## src/rtl/apb_pkg.sv

```systemverilog
// Shared widths, register indices and completer state type for the APB register completer.
package apb_pkg;

  localparam int unsigned ADDR_WIDTH = 32;
  localparam int unsigned DATA_WIDTH = 32;
  localparam int unsigned NUM_SLAVE  = 4;
  localparam int unsigned IDX_WIDTH  = 3;
  localparam int unsigned WAIT_WIDTH = 4;
  localparam int unsigned NUM_SCRATCH = 4;

  typedef enum logic [IDX_WIDTH-1:0] {
    REG_CTRL     = 3'd0,
    REG_STATUS   = 3'd1,
    REG_IRQ      = 3'd2,
    REG_XFER_CNT = 3'd3,
    REG_SCRATCH0 = 3'd4,
    REG_SCRATCH1 = 3'd5,
    REG_SCRATCH2 = 3'd6,
    REG_SCRATCH3 = 3'd7
  } reg_idx_e;

  typedef enum logic {
    ST_IDLE   = 1'b0,
    ST_ACCESS = 1'b1
  } apb_state_e;

  // Word-aligned and inside the 32-byte register window
  function automatic logic addr_mapped(input logic [ADDR_WIDTH-1:0] addr);
    return (addr[ADDR_WIDTH-1:5] == '0) && (addr[1:0] == 2'b00);
  endfunction

endpackage

```

## src/rtl/apb_completer_fsm.sv

```systemverilog
// IDLE/ACCESS handshake FSM with a wait-state counter; produces PREADY and a completion strobe.
module apb_completer_fsm
  import apb_pkg::*;
#(
  parameter int unsigned WAIT_CYCLES = 2
) (
  input  logic PCLK,
  input  logic PRESET,
  input  logic i_sel,
  input  logic i_penable,
  output logic o_pready,
  output logic o_access_c
);

  apb_state_e            r_state;
  apb_state_e            w_state_nxt;
  logic [WAIT_WIDTH-1:0] r_cnt;
  logic [WAIT_WIDTH-1:0] w_cnt_nxt;
  logic                  r_pready;
  logic                  w_pready_nxt;

  // State, wait counter and ready flag registers
  always_ff @(posedge PCLK or negedge PRESET) begin
    if (!PRESET) begin
      r_state  <= ST_IDLE;
      r_cnt    <= '0;
      r_pready <= 1'b0;
    end else begin
      r_state  <= w_state_nxt;
      r_cnt    <= w_cnt_nxt;
      r_pready <= w_pready_nxt;
    end
  end

  // Next state and wait counter: setup loads, access counts down, deselect aborts
  always_comb begin
    w_state_nxt = r_state;
    w_cnt_nxt   = r_cnt;
    case (r_state)
      ST_IDLE: begin
        if (i_sel && !i_penable) begin
          w_state_nxt = ST_ACCESS;
          w_cnt_nxt   = WAIT_WIDTH'(WAIT_CYCLES);
        end
      end
      ST_ACCESS: begin
        if (!i_sel) begin
          w_state_nxt = ST_IDLE;
          w_cnt_nxt   = '0;
        end else if (r_cnt != '0) begin
          w_cnt_nxt = r_cnt - WAIT_WIDTH'(1);
        end else if (i_penable) begin
          w_state_nxt = ST_IDLE;
        end
      end
    endcase
  end

  // Ready is registered from the next state so it tracks ACCESS with a zero counter
  always_comb begin
    w_pready_nxt = (w_state_nxt == ST_ACCESS) && (w_cnt_nxt == '0);
    o_access_c   = r_pready && i_sel && i_penable;
  end

  assign o_pready = r_pready;

endmodule

```

## src/rtl/apb_reg_completer.sv

```systemverilog
// APB completer exposing CTRL, STATUS, IRQ, XFER_CNT and four scratch registers.
module apb_reg_completer
  import apb_pkg::*;
#(
  parameter int unsigned SEL_IDX     = 0,
  parameter int unsigned WAIT_CYCLES = 2
) (
  input  logic                  PCLK,
  input  logic                  PRESET,
  input  logic [ADDR_WIDTH-1:0] PADDR,
  input  logic [NUM_SLAVE-1:0]  PSEL,
  input  logic                  PENABLE,
  input  logic                  PWRITE,
  input  logic [DATA_WIDTH-1:0] PWDATA,
  output logic                  PREADY,
  output logic [DATA_WIDTH-1:0] PRDATA,
  input  logic [DATA_WIDTH-1:0] hw_status,
  output logic [DATA_WIDTH-1:0] ctrl_out,
  output logic                  irq
);

  logic                  w_sel;
  logic                  w_access;
  logic                  w_mapped;
  logic [IDX_WIDTH-1:0]  w_idx_raw;
  reg_idx_e              w_idx;
  logic                  w_wr;
  logic                  w_irq_set;
  logic                  w_irq_clr;
  logic [DATA_WIDTH-1:0] w_rdata;
  logic                  w_unused_psel;

  logic [DATA_WIDTH-1:0] r_ctrl;
  logic                  r_irq;
  logic [DATA_WIDTH-1:0] r_xfer_cnt;
  logic [DATA_WIDTH-1:0] r_scratch [NUM_SCRATCH];
  logic                  r_hw0_q;

  assign w_sel         = PSEL[SEL_IDX];
  assign w_unused_psel = ^PSEL;
  assign w_mapped      = addr_mapped(PADDR);
  assign w_idx_raw     = PADDR[4:2];
  assign w_idx         = reg_idx_e'(w_idx_raw);
  assign w_wr          = w_access && PWRITE && w_mapped;
  assign w_irq_set     = hw_status[0] && !r_hw0_q;
  assign w_irq_clr     = w_wr && (w_idx == REG_IRQ) && PWDATA[0];

  apb_completer_fsm #(
    .WAIT_CYCLES (WAIT_CYCLES)
  ) u_fsm (
    .PCLK       (PCLK),
    .PRESET     (PRESET),
    .i_sel      (w_sel),
    .i_penable  (PENABLE),
    .o_pready   (PREADY),
    .o_access_c (w_access)
  );

  // Writable register storage
  always_ff @(posedge PCLK or negedge PRESET) begin
    if (!PRESET) begin
      r_ctrl <= '0;
      for (int i = 0; i < NUM_SCRATCH; i++) r_scratch[i] <= '0;
    end else if (w_wr) begin
      case (w_idx)
        REG_CTRL: r_ctrl <= PWDATA;
        REG_SCRATCH0, REG_SCRATCH1, REG_SCRATCH2, REG_SCRATCH3:
          r_scratch[w_idx_raw[1:0]] <= PWDATA;
        default: ;
      endcase
    end
  end

  // Interrupt flag: rising edge of hw_status[0] sets, W1C clears, set has priority
  always_ff @(posedge PCLK or negedge PRESET) begin
    if (!PRESET) begin
      r_hw0_q <= 1'b0;
      r_irq   <= 1'b0;
    end else begin
      r_hw0_q <= hw_status[0];
      if (w_irq_set)      r_irq <= 1'b1;
      else if (w_irq_clr) r_irq <= 1'b0;
    end
  end

  // Completed-transfer counter, wraps naturally
  always_ff @(posedge PCLK or negedge PRESET) begin
    if (!PRESET)       r_xfer_cnt <= '0;
    else if (w_access) r_xfer_cnt <= r_xfer_cnt + DATA_WIDTH'(1);
  end

  // Read mux over the word-indexed map
  always_comb begin
    w_rdata = '0;
    case (w_idx)
      REG_CTRL:     w_rdata = r_ctrl;
      REG_STATUS:   w_rdata = hw_status;
      REG_IRQ:      w_rdata = DATA_WIDTH'(r_irq);
      REG_XFER_CNT: w_rdata = r_xfer_cnt;
      REG_SCRATCH0, REG_SCRATCH1, REG_SCRATCH2, REG_SCRATCH3:
        w_rdata = r_scratch[w_idx_raw[1:0]];
    endcase
  end

  assign PRDATA   = (PREADY && !PWRITE && w_mapped) ? w_rdata : '0;
  assign ctrl_out = r_ctrl;
  assign irq      = r_irq && r_ctrl[0];

endmodule

```

## config.mk

```make
export PLATFORM = sky130hd
export DESIGN_NAME = apb_reg_completer
export DESIGN_NICKNAME = d
export VERILOG_FILES = /design/src/rtl/apb_pkg.sv /design/src/rtl/apb_completer_fsm.sv /design/src/rtl/apb_reg_completer.sv
export SDC_FILE = /design/constraint.sdc
export NUM_CORES = 1
export LEC_CHECK = 0
export CAP_MARGIN = 20
export CORE_ASPECT_RATIO = 1.5
export CORE_MARGIN = 4
export CORE_UTILIZATION = 49
export CTS_CLUSTER_SIZE = 40
export DETAILED_ROUTE_END_ITERATION = 16
export PLACE_DENSITY = 0.78
export REMOVE_ABC_BUFFERS = 1
export SYNTH_ARGS = -nofsm -noshare
export SYNTH_HDL_FRONTEND = slang
export SYNTH_SLANG_ARGS = --single-unit
```

## constraint.sdc

```tcl
create_clock -name PCLK -period 1.82 [get_ports PCLK]
set_input_delay 0.182 -clock PCLK [delete_from_list [all_inputs] [get_ports PCLK]]
set_output_delay 0.182 -clock PCLK [all_outputs]
set_load 0.05 [all_outputs]
```

==> impl_results.md, run 1 <==
* Slew HR at 33.8%
* Avg Cell Area, Syn at 13.4 um2
* Antenna Nets Post-Route at 0
* Setup TNS Final at -39450 ps
* Clk pwr share at 39.7%
* Sequential cell fraction of total power at 46.8%
* Router iterations before antenna repair at 5
* Cell Area, Synth at 10100 um2
* Post-synthesis simple-gate area fraction at 10.4%
* Pwr dens at 627 nW/um2
* Top FF cell, synth: dfrtp_1
* CTS tree: built
* Post-route DRC at 0
* Min-Delay Path Class: in2reg
* Vias in the first global route at 8700
* Initial antenna violation count at 0
* Dpl cell area at 12800 um2
* Root buffer cell: clkbuf_16
* VDD IR max at 0.000576 V
* IO Pins at 170
* Yosys reg bits at 200
* Post-layout min period at 2150 ps
* Synth Area in Compound Gates at 5.28%
* Mapped Cells at 758
* Diode count at 0
* GRT Total Usage at 28.5%
* Setup CP Type: reg2reg
* Vias per inst at 6.16
* Max frequency at 464 MHz
* CP Capture Type: register
* Final hold vios at 0
* Final clock period utilization by the worst path at 118%
* Yosys warns at 0
* Peak fanout along the critical path at 8
* Grt total ovfl at 0
* Failing checks: setup timing
* Yosys cell types at 46
* Dpl hpwl at 17.5 mm
* RSZ-0062 raised after global routing: yes
* Outcome: complete, but fails checks
* Pre-CTS worst setup slack at -629 ps
* Die X at 125 um
* P_leak at 7.71 nW
* Area growth, synth to finish at 52.9%
* Sw frac at 24.8%
* Setup Skew at 6.42 ps
* Post-synthesis xor/xnor area fraction at 2.86%
* # rows at 64
* Initial Util at 49.8%
* Total CTS buffers at 17
* Max Slew Vio Count at 0
* Layout cell share with drive strength beyond 1 at 46.4%
* Mux share of post-synthesis cell area at 28.4%
* Largest buffer count on any clock path at 2
* Post-DR wirelength/cell at 26.3 um
* Final GP Congestion at 0.829
* Clk_lat worst skew at 440 ps
* Area share of fa/ha/maj cells after synthesis at 0.247%
* CORE AREA at 20300 um2
* Final WS setup at -335 ps
* Layout Nets at 1130
* DRT iter0 DRCs at 631
* # setup viols final at 208
* Drt total wl at 34.1 mm
* Largest family of logic cells by synthesized area: multiplexers
* Gate power share at 13.5%
* Psw at 2.40 mW
* Die area at 23100 um2
* Die height at 184 um
* Sequential area share after synthesis at 49.4%
* Post-synth EDFFs at 0
* IO Port Bufs at 166
* Internal power at 7.31 mW
* Fin area at 15500 um2
* Worst-Margin Slew at 994 ps
* Crit path launch type: register
* H-tree Lvls at 4
* Post-layout util at 76.1%
* Critical Path RT at 2140 ps
* Routed via count at 8000
* Largest net degree at the start of global routing at 65
* Share of flip-flops with an asynchronous set or reset at 100%
* Max cap viols at 0
* Clk slew on worst S/H paths at 70 ps
* TritonCTS sink count at 200
* First-pass GRT wire length at 50.8 mm
* WP data arrival at 2480 ps
==> metal layers <==
layer  wire, um  global-route usage (%)  vias up  part of all wire [%]
met4       1780                    15.0        0                   5.2
li1           -                       -     3313                     -
met3       1840                    5.44      140                   5.4
met5          0                       0        -                     0
met1      12600                    32.9     4140                    37
met2      17900                    50.2      407                    52
==> area by class of cell <==
| cell class | instances | area (um2) |
|---|---|---|
| multi-input combinational | 498 | 5960 |
| sequential | 200 | 5010 |
| fill | 1094 | 4860 |
| timing repair buffer | 294 | 3550 |
| clock buffer | 24 | 492 |
| tap | 264 | 330 |
| clock inverter | 6 | 90.1 |
| inverter | 13 | 48.8 |
==> worst max-delay path: stages, from the launching register on <==
cell and delay, ps:
dfrtp_2 420, buf_6 120, and4_4 220, buf_6 110
nand3b_1 130, nor4_4 260, buf_6 180, buf_12 130
buf_12 160, mux2_4 320
==> state kept, by name, indices dropped and copies added, names as in the netlist <==
name / cells
r_scratch: 128
ctrl_out: 32
u_fsm.o_pready: 1
u_fsm.r_state: 1
r_xfer_cnt: 32
r_hw0_q: 1
u_fsm.r_cnt: 4
r_irq: 1
==> worst paths after layout <==
check | endpoint | startpoint | slack (ps) | cells past startpoint
min in group asynchronous | ctrl_out[31]$_DFFE_PN0P_ | PRESET | 290 | 2
min | u_fsm.r_state$_DFF_PN0_ | PSEL[0] | 160 | 2
min reg2reg | r_irq$_DFFE_PN0P_ | r_hw0_q$_DFF_PN0_ | 460 | 1
max in group asynchronous | r_scratch[100]$_DFFE_PN0P_ | PRESET | 890 | 3
max reg2reg | r_scratch[85]$_DFFE_PN0P_ | u_fsm.o_pready$_DFF_PN0_ | -330 | 9
max | r_scratch[85]$_DFFE_PN0P_ | u_fsm.o_pready$_DFF_PN0_ | -330 | 9
==> layout by cell type (no fill, tap or decap), types with 3 or more instances in the layout <==
cell,netlist,layout
dfrtp_1,200,199
mux2_4,0,160
buf_4,7,69
clkdlybuf4s50_1,0,67
buf_12,0,65
nand2_1,46,44
o21ai_0,33,33
mux4_2,33,33
mux2i_1,33,32
nand2b_1,32,31
o211a_4,0,29
buf_6,10,27
dlygate4sd2_1,0,26
xor2_1,21,21
dlymetal6s2s_1,0,19
clkbuf_16,0,17
nor4_4,5,16
inv_1,13,13
xnor2_1,12,11
nand3_1,10,10
nand4_1,8,8
nor3_4,0,7
nor4_2,8,6
buf_16,0,6
clkdlybuf4s15_1,0,6
buf_2,12,6
clkbuf_8,0,5
and4_1,5,4
nor2_4,0,4
nor3_1,13,4
and2_1,3,3
or4_4,1,3
nand2_2,2,3
and3_1,3,3
nor2_1,7,3
clkbuf_1,14,3
==> power groups by stage <==
stage	Combinational (mW)	Sequential, mW	Clock (mW)
after CTS	1.19	4.54	3.82
after global placement	1.04	4.62	0
final	1.31	4.55	3.85
after global routing	1.40	4.55	4.04
after detailed placement	1.06	4.62	0
after floorplan	0.309	4.65	0
==> cell usage after synthesis, types with 7 or more instances <==
cell	n	area share, %
dfrtp_1	200	49
mux2_1	83	9.2
mux2_2	77	8.6
nand2_1	46	1.7
mux2i_1	33	3.3
mux4_2	33	7.3
o21ai_0	33	1.6
nand2b_1	32	2.0
o211a_1	31	3.1
xor2_1	21	1.8
clkbuf_1	14	0.52
inv_1	13	0.48
nor3_1	13	0.64
buf_2	12	0.59
xnor2_1	12	1.0
buf_6	10	1.1
nand3_1	10	0.49
nor4_1	10	0.62
nand4_1	8	0.49
nor4_2	8	0.99
buf_4	7	0.52
nor2_1	7	0.26
==> cells by family after synthesis <==
kind of cell / count (synthesis)
buffers and inverters: 60
flip-flops: 200
AND/OR/NAND/NOR: 166
adder cells (fa/ha/maj): 2
AO/OA/AOI/OAI: 71
XOR/XNOR: 33
multiplexers: 226
==> repair_timing <==
| action | in CTS | in global routing |
|---|---|---|
| pin swaps | 31 | 37 |
| gates cloned | 13 | 0 |
| hold buffers | 1 | 0 |
| buffers inserted | 44 | 12 |
| resized for setup | 373 | 74 |
| endpoints found under the setup margin | 212 | 231 |
| endpoints found under the hold margin | 53 | 0 |
==> through the flow <==
step	hold slack [ps]	cells	power [mW]
2_1_floorplan	-114	711	4.96
3_3_place_gp	215	1210	5.66
3_5_place_dp	215	1210	5.68
4_1_cts	277	1294	9.55
5_1_grt	182	1299	9.99
6_report	165	1299	9.71
(Power assumes the default switching activity.)
==> inputs of run 2 (changes only) <==
- ABC_CLOCK_PERIOD_IN_PS: unset -> 1820
==> results of run 2 <==
The final DEF is identical to that of run 1; final timing and power are the same.
==> inputs of run 3 (changes only) <==
- ABC_CLOCK_PERIOD_IN_PS: 1820 -> unset
- CTS_CLUSTER_SIZE: 40 -> 16
==> results of run 3 <==
The final DEF is identical to that of run 1; final timing and power are the same.
